[config.mk]
export PLATFORM = sky130hd
export DESIGN_NAME = entropy_pool
export DESIGN_NICKNAME = d
export VERILOG_FILES = /design/src/rtl/entropy_pool.sv
export SDC_FILE = /design/constraint.sdc
export NUM_CORES = 1
export LEC_CHECK = 0
export ABC_AREA = 1
export ABC_CLOCK_PERIOD_IN_PS = 5460
export BUFFER_PORTS_ARGS = -buffer_cell sky130_fd_sc_hd__buf_2
export CELL_PAD_IN_SITES_DETAIL_PLACEMENT = 1
export CELL_PAD_IN_SITES_GLOBAL_PLACEMENT = 1
export CORE_UTILIZATION = 40
export DETAILED_ROUTE_END_ITERATION = 6
export PLACE_DENSITY = 0.69
export SYNTH_ARGS = -nofsm -noshare
export SYNTH_HDL_FRONTEND = slang
export SYNTH_SLANG_ARGS = --single-unit
[constraint.sdc]
create_clock -name clk -period 5.46 [get_ports clk]
set_input_delay 0.546 -clock clk [delete_from_list [all_inputs] [get_ports clk]]
set_output_delay 0.546 -clock clk [all_outputs]
set_load 0.01 [all_outputs]
[src/rtl/entropy_pool.sv]
// Ring-oscillator entropy pool: folded raw samples, rotate-XOR whitening, repetition health test, output FIFO.
// Optional fail counter output enabled by defining ENTROPY_FAIL_CNT_EN.

module ring_counter #(
    parameter int DELAY = 79
) (
    input  logic        clk,
    input  logic        rst,
    output logic [15:0] count_o
);
    localparam int DW = $clog2(DELAY + 1);

    logic [DW-1:0] div_q;
    logic [15:0]   count_q;

    // Behavioural stand-in for the oscillator: one count per DELAY cycles.
    always_ff @(posedge clk or posedge rst) begin
        if (rst) begin
            div_q   <= '0;
            count_q <= 16'd0;
        end else if (div_q == DW'(DELAY - 1)) begin
            div_q   <= '0;
            count_q <= count_q + 16'd1;
        end else begin
            div_q   <= div_q + DW'(1);
        end
    end

    assign count_o = count_q;
endmodule

module entropy_pool #(
    parameter int NUM_CH     = 4,
    parameter int DELAY_BASE = 79,
    parameter int DELAY_STEP = 6,
    parameter int OUT_W      = 8,
    parameter int ACC_CYCLES = 8,
    parameter int WARMUP     = 64,
    parameter int REP_LIMIT  = 16,
    parameter int FIFO_DEPTH = 4
) (
    input  logic             clk,
    input  logic             rst,
    input  logic             en,
    input  logic             test_mode,
    input  logic [OUT_W-1:0] test_raw,
    output logic [OUT_W-1:0] dat,
    output logic             dat_valid,
    input  logic             dat_ready,
    output logic             health_fail,
`ifdef ENTROPY_FAIL_CNT_EN
    output logic [7:0]       fail_cnt,
`endif
    output logic             ovf
);
    localparam logic [1:0] IDLE   = 2'd0;
    localparam logic [1:0] WARM   = 2'd1;
    localparam logic [1:0] ACCUM  = 2'd2;
    localparam logic [1:0] FAILED = 2'd3;

    localparam int SCW = $clog2(ACC_CYCLES + 1);
    localparam int WCW = $clog2(WARMUP + 2);
    localparam int RCW = $clog2(REP_LIMIT + 1);
    localparam int PW  = $clog2(FIFO_DEPTH);
    localparam int CW  = PW + 1;

    function automatic logic [OUT_W-1:0] fold16(input logic [15:0] v);
        logic [OUT_W-1:0] r;
        r = '0;
        for (int b = 0; b < 16; b++) r[b % OUT_W] = r[b % OUT_W] ^ v[b];
        return r;
    endfunction

    function automatic logic [OUT_W-1:0] bitrev(input logic [OUT_W-1:0] v);
        logic [OUT_W-1:0] r;
        for (int i = 0; i < OUT_W; i++) r[i] = v[OUT_W-1-i];
        return r;
    endfunction

    function automatic logic [OUT_W-1:0] rotl1(input logic [OUT_W-1:0] v);
        return {v[OUT_W-2:0], v[OUT_W-1]};
    endfunction

    logic             rst_hi_s;
    logic [15:0]      ch_cnt_s [NUM_CH];
    logic [OUT_W-1:0] ring_raw_s, raw_s, acc_n_s;
    logic [1:0]       state_q, state_d;
    logic [OUT_W-1:0] acc_q, acc_d, prev_q, prev_d;
    logic [SCW-1:0]   sample_q, sample_d;
    logic [WCW-1:0]   warm_q, warm_d;
    logic [RCW-1:0]   rep_q, rep_d, rep_upd_s;
    logic             push_s, fail_s, pop_s, we_s, ovf_d, full_s;
    logic [PW-1:0]    wr_q, wr_d, rd_q, rd_d;
    logic [CW-1:0]    cnt_q, cnt_d;
    logic [OUT_W-1:0] mem_q [FIFO_DEPTH];
    logic [OUT_W-1:0] head_d, dat_q;
    logic             dat_valid_q, health_fail_q, ovf_q;

    assign rst_hi_s = ~rst;

    for (genvar g = 0; g < NUM_CH; g++) begin : g_ch
        ring_counter #(.DELAY(DELAY_BASE + DELAY_STEP * g)) u_rc (
            .clk     (clk),
            .rst     (rst_hi_s),
            .count_o (ch_cnt_s[g])
        );
    end

    // Fold each channel to OUT_W bits; odd channels are mirrored before combining.
    always_comb begin
        ring_raw_s = '0;
        for (int c = 0; c < NUM_CH; c++) begin
            if ((c % 2) == 1) ring_raw_s = ring_raw_s ^ bitrev(fold16(ch_cnt_s[c]));
            else              ring_raw_s = ring_raw_s ^ fold16(ch_cnt_s[c]);
        end
    end

    assign raw_s   = test_mode ? test_raw : ring_raw_s;
    assign acc_n_s = rotl1(acc_q) ^ raw_s;
    assign pop_s   = dat_valid_q & dat_ready;

    // Sequencing, whitening and health test.
    always_comb begin
        state_d   = state_q;
        acc_d     = acc_q;
        sample_d  = sample_q;
        warm_d    = warm_q;
        rep_d     = rep_q;
        prev_d    = prev_q;
        rep_upd_s = rep_q;
        push_s    = 1'b0;
        fail_s    = 1'b0;
        if (!en) begin
            state_d  = IDLE;
            acc_d    = '0;
            sample_d = '0;
            warm_d   = '0;
            rep_d    = '0;
        end else begin
            if (state_q == WARM || state_q == ACCUM) begin
                if (raw_s == prev_q) rep_upd_s = (rep_q == RCW'(REP_LIMIT)) ? rep_q : rep_q + RCW'(1);
                else                 rep_upd_s = RCW'(1);
                rep_d  = rep_upd_s;
                prev_d = raw_s;
                fail_s = (rep_upd_s >= RCW'(REP_LIMIT));
            end else begin
                rep_d = rep_q;
            end
            case (state_q)
                IDLE: begin
                    warm_d = '0;
                    if (WARMUP == 0) state_d = ACCUM;
                    else             state_d = WARM;
                end
                WARM: begin
                    if (fail_s) begin
                        state_d = FAILED;
                    end else if (int'(warm_q) >= WARMUP - 1) begin
                        state_d = ACCUM;
                        warm_d  = '0;
                    end else begin
                        warm_d  = warm_q + WCW'(1);
                    end
                end
                ACCUM: begin
                    if (fail_s) begin
                        state_d  = FAILED;
                        acc_d    = '0;
                        sample_d = '0;
                    end else if (sample_q == SCW'(ACC_CYCLES - 1)) begin
                        push_s   = 1'b1;
                        acc_d    = '0;
                        sample_d = '0;
                    end else begin
                        acc_d    = acc_n_s;
                        sample_d = sample_q + SCW'(1);
                    end
                end
                FAILED:  state_d = FAILED;
                default: state_d = IDLE;
            endcase
        end
    end

    // FIFO bookkeeping; entry into FAILED flushes, overriding any push or pop.
    always_comb begin
        wr_d   = wr_q;
        rd_d   = rd_q;
        cnt_d  = cnt_q;
        we_s   = 1'b0;
        ovf_d  = 1'b0;
        full_s = (cnt_q == CW'(FIFO_DEPTH));
        if (fail_s) begin
            wr_d  = '0;
            rd_d  = '0;
            cnt_d = '0;
        end else begin
            if (push_s && (!full_s || pop_s)) begin
                we_s = 1'b1;
                wr_d = wr_q + PW'(1);
            end else if (push_s) begin
                ovf_d = 1'b1;
            end else begin
                we_s = 1'b0;
            end
            if (pop_s) rd_d = rd_q + PW'(1);
            else       rd_d = rd_q;
            cnt_d = cnt_q + CW'(we_s) - CW'(pop_s);
        end
        if (cnt_d == '0)                  head_d = '0;
        else if (we_s && (rd_d == wr_q))  head_d = acc_n_s;
        else                              head_d = mem_q[rd_d];
    end

    // State and output registers.
    always_ff @(posedge clk or negedge rst) begin
        if (!rst) begin
            state_q       <= IDLE;
            acc_q         <= '0;
            sample_q      <= '0;
            warm_q        <= '0;
            rep_q         <= '0;
            prev_q        <= '0;
            wr_q          <= '0;
            rd_q          <= '0;
            cnt_q         <= '0;
            dat_q         <= '0;
            dat_valid_q   <= 1'b0;
            health_fail_q <= 1'b0;
            ovf_q         <= 1'b0;
            for (int i = 0; i < FIFO_DEPTH; i++) mem_q[i] <= '0;
        end else begin
            state_q       <= state_d;
            acc_q         <= acc_d;
            sample_q      <= sample_d;
            warm_q        <= warm_d;
            rep_q         <= rep_d;
            prev_q        <= prev_d;
            wr_q          <= wr_d;
            rd_q          <= rd_d;
            cnt_q         <= cnt_d;
            dat_q         <= head_d;
            dat_valid_q   <= (cnt_d != '0);
            health_fail_q <= (state_d == FAILED);
            ovf_q         <= ovf_d;
            if (we_s) mem_q[wr_q] <= acc_n_s;
        end
    end

`ifdef ENTROPY_FAIL_CNT_EN
    logic [7:0] fail_cnt_q;

    // Count entries into FAILED, saturating.
    always_ff @(posedge clk or negedge rst) begin
        if (!rst)                                                    fail_cnt_q <= 8'd0;
        else if (fail_s && state_q != FAILED && fail_cnt_q != 8'hFF) fail_cnt_q <= fail_cnt_q + 8'd1;
        else                                                         fail_cnt_q <= fail_cnt_q;
    end

    assign fail_cnt = fail_cnt_q;
`endif

    assign dat         = dat_q;
    assign dat_valid   = dat_valid_q;
    assign health_fail = health_fail_q;
    assign ovf         = ovf_q;
endmodule

==> results.py, run 1 <==
metrics = {
    "yosys": {
        "yosysTopAreaCell": "dfrtp_1",
        "syn_area_per_cell_sq_um": 8.01,
        "synth.most_common_cell": "nand2_1",
        "synth-edff-count": 0,
        "yosys.area.top_type_share_pct": 44.4,
        "ys_warn_count": 0,
        "ys_seq_area_share_pct": 44.4,
        "postSynthCellCount": 1239,
        "synthDistinctLibCells": 45,
        "synth_area_sq_mm": 0.00992,
        "ys_async_sr_fraction_pct": 100,
        "ys_seq_elements": 176,
        "synth_flop_cell": "dfrtp_1",
        "synthTopCellsByArea": "dfrtp_1 44%, nand2_1 15%, xor2_1 6.8%",
        "synth_top_cells_by_count": "385 x nand2_1, 176 x dfrtp_1, 162 x inv_1",
        "synth_nets": 1280,
    },
    "global_route": {
        "track_usage_pct": 19.7,
        "antenna_found_initial": 0,
        "grt_overflow": 0,
        "grt_pass1_vias": 8256,
        "grt_first_pass_wirelength_mm": 40.2,
        "grt_max_degree": 75,
    },
    "final_layout": {
        "postLayoutCoreUtil_pct": 44.8,
        "layout-drive-gt1-share_pct": 9.98,
        "diodes": 0,
        "area_growth_pct": 9.83,
        "layout.nets": 1302,
    },
    "setup_path": {
        "reg2regPathDepth": 25,
        "worstPathArrival_ps": 4030,
        "regToRegEndpoint": "dat[3]$_DFF_PN0_",
        "worstReg2RegStart": "g_ch[2].u_rc.count_o[11]$_DFFE_PN0N_",
        "path_class": "flop to flop",
        "critPathRequiredTime_ps": 5820,
        "end_kind": "flop",
        "worstPathMaxFanout": 9,
        "start_kind": "flop",
        "r2r_slack_ps": 1790,
    },
    "clocking": {
        "cts_root_buf": "clkbuf_16",
        "cts_tree": "done",
        "cts_sinks": 176,
        "ctsHtreeMaxLevel": 4,
        "cts-resized-gates": 0,
        "clk_latency_ps": 430,
        "clk_path_buf_depth": 2,
        "postCtsSetupBuffers": 0,
        "ctsHoldBuffers": 0,
        "numCtsBuffers": 17,
        "clk_pin_slew_ps": 80,
    },
    "status": {
        "status": "finished, final reports clean",
    },
    "timing": {
        "tightest_slew_ps": 954,
        "slew_headroom_pct": 35.9,
        "period_share_pct": 67.2,
        "post-route-min-period_ps": 3670,
        "fmax_mhz": 272,
        "skew_ps": 17.0,
        "setup_viol": 0,
        "rsz0062_at_grt": "false",
        "layout_setup_ws_ps": 1790,
        "fin_hold_ws_ps": 154,
        "fin_setup_tns_ps": 0,
        "hold_violations": 0,
        "finalMaxSlewViolations": 0,
    },
    "route": {
        "drt-total-wl_mm": 23.0,
        "dr.pass1.iters": 4,
        "ant_nets": 0,
        "viasPerCell": 4.89,
        "post-route-drc-count": 0,
        "vias": 7810,
        "wl_per_cell_microns": 14.4,
        "drt_iter0_markers": 260,
    },
    "placed_design": {
        "io_buffers": 23,
        "place.gp.congestion": 0.773,
        "dp_hpwl_mm": 17.4,
        "pre_cts_ws_ps": 1510,
    },
    "floorplan": {
        "die-height_microns": 159,
        "core_sq_mm": 0.0243,
        "die-area_sq_mm": 0.0254,
        "start_util_pct": 40.8,
        "num_rows": 57,
        "fp.dieW_microns": 159,
        "io_pins": 24,
    },
    "hold_path": {
        "min_path_type": "input port to async pin",
    },
    "pwr": {
        "peakVddDrop_v": 0.000223,
        "leakage_nw": 5.57,
        "power.density_mw_per_mm2": 295,
    },
    "flow_run": {
        "drv_cap": 0,
    },
}
-- report_power, final --
group,internal (mW),switching [mW],total [mW]
registers,1.37,0.0330,1.40
clock network,0.681,0.551,1.23
logic,0.193,0.390,0.583
-- cells in the final DEF, fill, tap and decap left out, types with 9 or more instances in the layout --
cell / instances
xor2_1: 77
nor3_1: 30
dfrtp_1: 176
inv_2: 16
a21oi_1: 13
or2_2: 12
clkbuf_16: 17
nand2_1: 385
buf_2: 22
nand4_1: 17
nand3_1: 73
o21ai_0: 35
nor2_1: 65
nand2_2: 14
ha_1: 27
clkinv_1: 9
xnor2_1: 16
inv_1: 162
o21a_1: 26
-- layer usage --
| layer | GRT usage, % | vias up | share of wire (%) |
|---|---|---|---|
| met4 | 4.72 | 0 | 1.1 |
| met2 | 34.7 | 48 | 50 |
| li1 | - | 3902 | - |
| met5 | 0 | - | 0 |
| met3 | 3.07 | 16 | 1.8 |
| met1 | 25.1 | 3844 | 47 |
-- registers in the layout, indices dropped and copies added, names as in the netlist --
name	count
health_fail	1
rep_q	5
warm_q	7
g_ch.u_rc.count_o	64
dat_valid	1
dat	8
g_ch.u_rc.div_q	28
state_q	2
mem_q	32
prev_q	8
wr_q	2
acc_q	8
sample_q	4
ovf	1
rd_q	2
cnt_q	3
-- cell families (layout without fill, tap and decap cells) --
group           after synthesis  after routing  share of synthesized area [%]
buf+inv                     211            245                           8.74
mux                           3              3                          0.303
fa+ha+maj                    28             28                           3.61
simple gates                632            632                           28.7
compound gates               96             96                           5.99
xor+xnor                     93             93                           8.21
flops                       176            176                           44.4
-- worst max-delay path: stages, from the launching register on --
cell and delay, ps:
dfrtp_1 440, inv_1 160, nand2_1 70, nand2_1 70, nand2_1 50, nand2_1 160
inv_1 60, nand2_1 70, nand3_2 70, nand2_2 100, nand2_1 50, nand2_1 50
nand2_1 80, nor2_4 160, nand3_4 140, nand3_4 180, ha_1 260, inv_1 60
ha_1 130, inv_1 40, fa_1 370, xor2_1 160, or2_2 320, nand3_2 180
nand2_1 80, nor2_1 100
-- how the worst max path moves through the flow --
stage	startpoint	end	slack, ps	depth (start not counted)
floorplan	test_mode	dat[0]$_DFF_PN0_	2210	19
global placement	test_mode	dat[6]$_DFF_PN0_	1610	21
detailed placement	test_mode	dat[3]$_DFF_PN0_	1510	21
CTS	g_ch[3].u_rc.count_o[6]$_DFFE_PN0N_	dat[3]$_DFF_PN0_	1750	25
global route	g_ch[3].u_rc.count_o[10]$_DFFE_PN0N_	dat[5]$_DFF_PN0_	1340	25
finish	g_ch[2].u_rc.count_o[11]$_DFFE_PN0N_	dat[3]$_DFF_PN0_	1790	25
-- per-stage QoR --
step	instance area, sq um	std cells	power [mW]
2_1_floorplan	9920	1239	1.84
3_3_place_gp	10300	1566	2.01
3_5_place_dp	10300	1566	2.02
4_1_cts	10900	1597	3.27
5_1_grt	10900	1597	3.41
6_report	10900	1597	3.22
-- cell type report --
type | count | area (sq um)
fill | 2957 | 13400
multi-input combinational | 852 | 4650
sequential | 176 | 4400
inverter | 188 | 708
clock buffer | 17 | 425
tap | 324 | 405
clock inverter | 14 | 156
timing repair buffer | 26 | 146
Power figures use the tool's default switching activity.
==> run 2: changes to the inputs <==
Settings changed: ABC_CLOCK_PERIOD_IN_PS 5460 to 3900.
Clock period 5.46 ns to 3.9 ns, I/O delays scaled along.
==> run 2 against run 1 <==
Cell area grew 0.49%. Clock-buffer cell count increased by 2. Global-route usage fell by 0.35 points. First-iteration DRC count shrank 17%. Clock skew up 9.7 ps. Critical path depth unchanged. Utilization grew 0.22 points. Flip-flop and latch count stayed put. Power grew 42%. Combinational power increased by 45%. Setup slack worse by 1500 ps. Die area unchanged.
==> results.py, run 2 (synthesis results as in run 1) <==
metrics = {
    "status": {
        "status": "finished, final reports clean",
    },
    "clocking": {
        "cts_tree": "done",
        "clk_pin_slew_ps": 70,
        "clk_latency_ps": 440,
        "ctsHtreeMaxLevel": 4,
        "cts_sinks": 176,
        "cts-resized-gates": 0,
        "numCtsBuffers": 17,
        "clk_path_buf_depth": 2,
        "ctsHoldBuffers": 0,
        "cts_root_buf": "clkbuf_16",
        "postCtsSetupBuffers": 0,
    },
    "route": {
        "dr.pass1.iters": 4,
        "vias": 7784,
        "viasPerCell": 4.86,
        "post-route-drc-count": 0,
        "wl_per_cell_microns": 14.1,
        "drt_iter0_markers": 216,
        "drt-total-wl_mm": 22.6,
        "ant_nets": 0,
    },
    "setup_path": {
        "end_kind": "flop",
        "start_kind": "flop",
        "path_class": "flop to flop",
        "critPathRequiredTime_ps": 4260,
        "worstPathMaxFanout": 9,
        "worstPathArrival_ps": 3960,
    },
    "placed_design": {
        "place.gp.congestion": 0.763,
        "dp_hpwl_mm": 17.1,
        "io_buffers": 23,
    },
    "final_layout": {
        "largest_reg_flops": 64,
        "layout-drive-gt1-share_pct": 10.2,
        "fill_cells": 2965,
        "multi_input_area_sq_mm": 0.00465,
        "layout.nets": 1305,
        "final_cell_mix": "385 x nand2_1, 176 x dfrtp_1, 162 x inv_1",
        "diodes": 0,
        "regArea_sq_mm": 0.00440,
        "area_growth_pct": 10.4,
        "final_common_cell": "nand2_1",
        "postLayoutCoreUtil_pct": 45.0,
    },
    "timing": {
        "skew_ps": 26.7,
        "rsz0062_at_grt": "false",
        "finalMaxSlewViolations": 0,
        "fin_setup_tns_ps": 0,
        "setup_viol": 0,
        "slew_headroom_pct": 51.9,
        "period_share_pct": 92.2,
        "tightest_slew_ps": 721,
        "fin_hold_ws_ps": 4.01,
        "post-route-min-period_ps": 3590,
        "fmax_mhz": 278,
        "hold_violations": 0,
    },
    "floorplan": {
        "die-height_microns": 159,
        "start_util_pct": 40.8,
        "die-area_sq_mm": 0.0254,
        "io_pins": 24,
        "core_sq_mm": 0.0243,
        "fp.dieW_microns": 159,
        "num_rows": 57,
    },
    "flow_run": {
        "drv_cap": 0,
    },
    "pwr": {
        "peakVddDrop_v": 0.000264,
        "power.density_mw_per_mm2": 417,
        "leakage_nw": 5.59,
    },
    "global_route": {
        "antenna_found_initial": 0,
        "grt_first_pass_wirelength_mm": 39.6,
        "grt_overflow": 0,
        "track_usage_pct": 19.3,
        "grt_max_degree": 85,
        "grt_pass1_vias": 8207,
    },
    "hold_path": {
        "min_path_type": "input port to async pin",
    },
}
-- run 2: final timing paths --
| check | slack (ps) | cells after the start | startpoint | endpoint |
|---|---|---|---|---|
| max | 310 | 25 | g_ch[2].u_rc.count_o[11]$_DFFE_PN0N_ | dat[6]$_DFF_PN0_ |
| max reg2reg | 310 | 25 | g_ch[2].u_rc.count_o[11]$_DFFE_PN0N_ | dat[6]$_DFF_PN0_ |
| min reg2reg | 480 | 1 | g_ch[2].u_rc.div_q[0]$_DFF_PN0_ | g_ch[2].u_rc.div_q[0]$_DFF_PN0_ |
| min in group clk | 330 | 3 | en | sample_q[1]$_DFFE_PN0P_ |
| min | 4 | 1 | rst | g_ch[0].u_rc.div_q[4]$_DFF_PN0_ |
| max in group asynchronous | 2980 | 2 | rst | g_ch[3].u_rc.count_o[3]$_DFFE_PN0N_ |
-- run 2: worst max-delay path, cell delays in order (launching register included) --
cell,delay [ps]
dfrtp_1,430
inv_1,170
nand2_1,70
nand2_1,60
nand2_1,50
nand2_1,140
inv_1,60
nand2_1,70
nand3_2,80
nand2_2,110
nand2_1,50
nand2_1,60
nand2_1,80
nor2_4,160
nand3_4,140
nand3_4,90
ha_1,220
inv_1,60
ha_1,130
inv_1,50
fa_1,370
xor2_1,170
or2_2,320
nand3_2,200
nand2_1,80
nor2_1,90
-- run 2: area by class of cell --
cell class | count | share of cell area [%]
Clock buffer | 19 | 4.05
Clock inverter | 13 | 1.44
Inverter | 188 | 6.47
Multi-Input combinational cell | 852 | 42.5
Sequential cell | 176 | 40.2
Tap cell | 324 | 3.70
Timing Repair Buffer | 29 | 1.66
-- run 2: where the power goes --
part / switching, mW / internal [mW] / total, mW
registers: 0.0471 / 1.92 / 1.96
clock network: 0.778 / 0.976 / 1.75
logic: 0.558 / 0.290 / 0.848
total: 1.38 / 3.18 / 4.57
-- run 2: metal layers --
metal | track usage (%) | up-vias | wire (microns) | share of wire [%]
met2 | 33.7 | 27 | 11400 | 51
met1 | 24.7 | 3848 | 10700 | 47
li1 | - | 3903 | - | -
met4 | 4.63 | 0 | 123 | 0.54
met3 | 3.41 | 6 | 335 | 1.5
met5 | 0 | - | 0 | 0
-- run 2: stage by stage --
step | instance area [sq um] | setup slack (ps) | power (mW) | std cells
6_report | 10900 | 306 | 4.57 | 1601
5_1_grt | 10900 | 22.9 | 4.82 | 1601
4_1_cts | 10900 | 260 | 4.65 | 1601
3_5_place_dp | 10300 | 196 | 2.86 | 1569
3_3_place_gp | 10300 | 325 | 2.83 | 1569
2_1_floorplan | 9920 | 689 | 2.58 | 1239
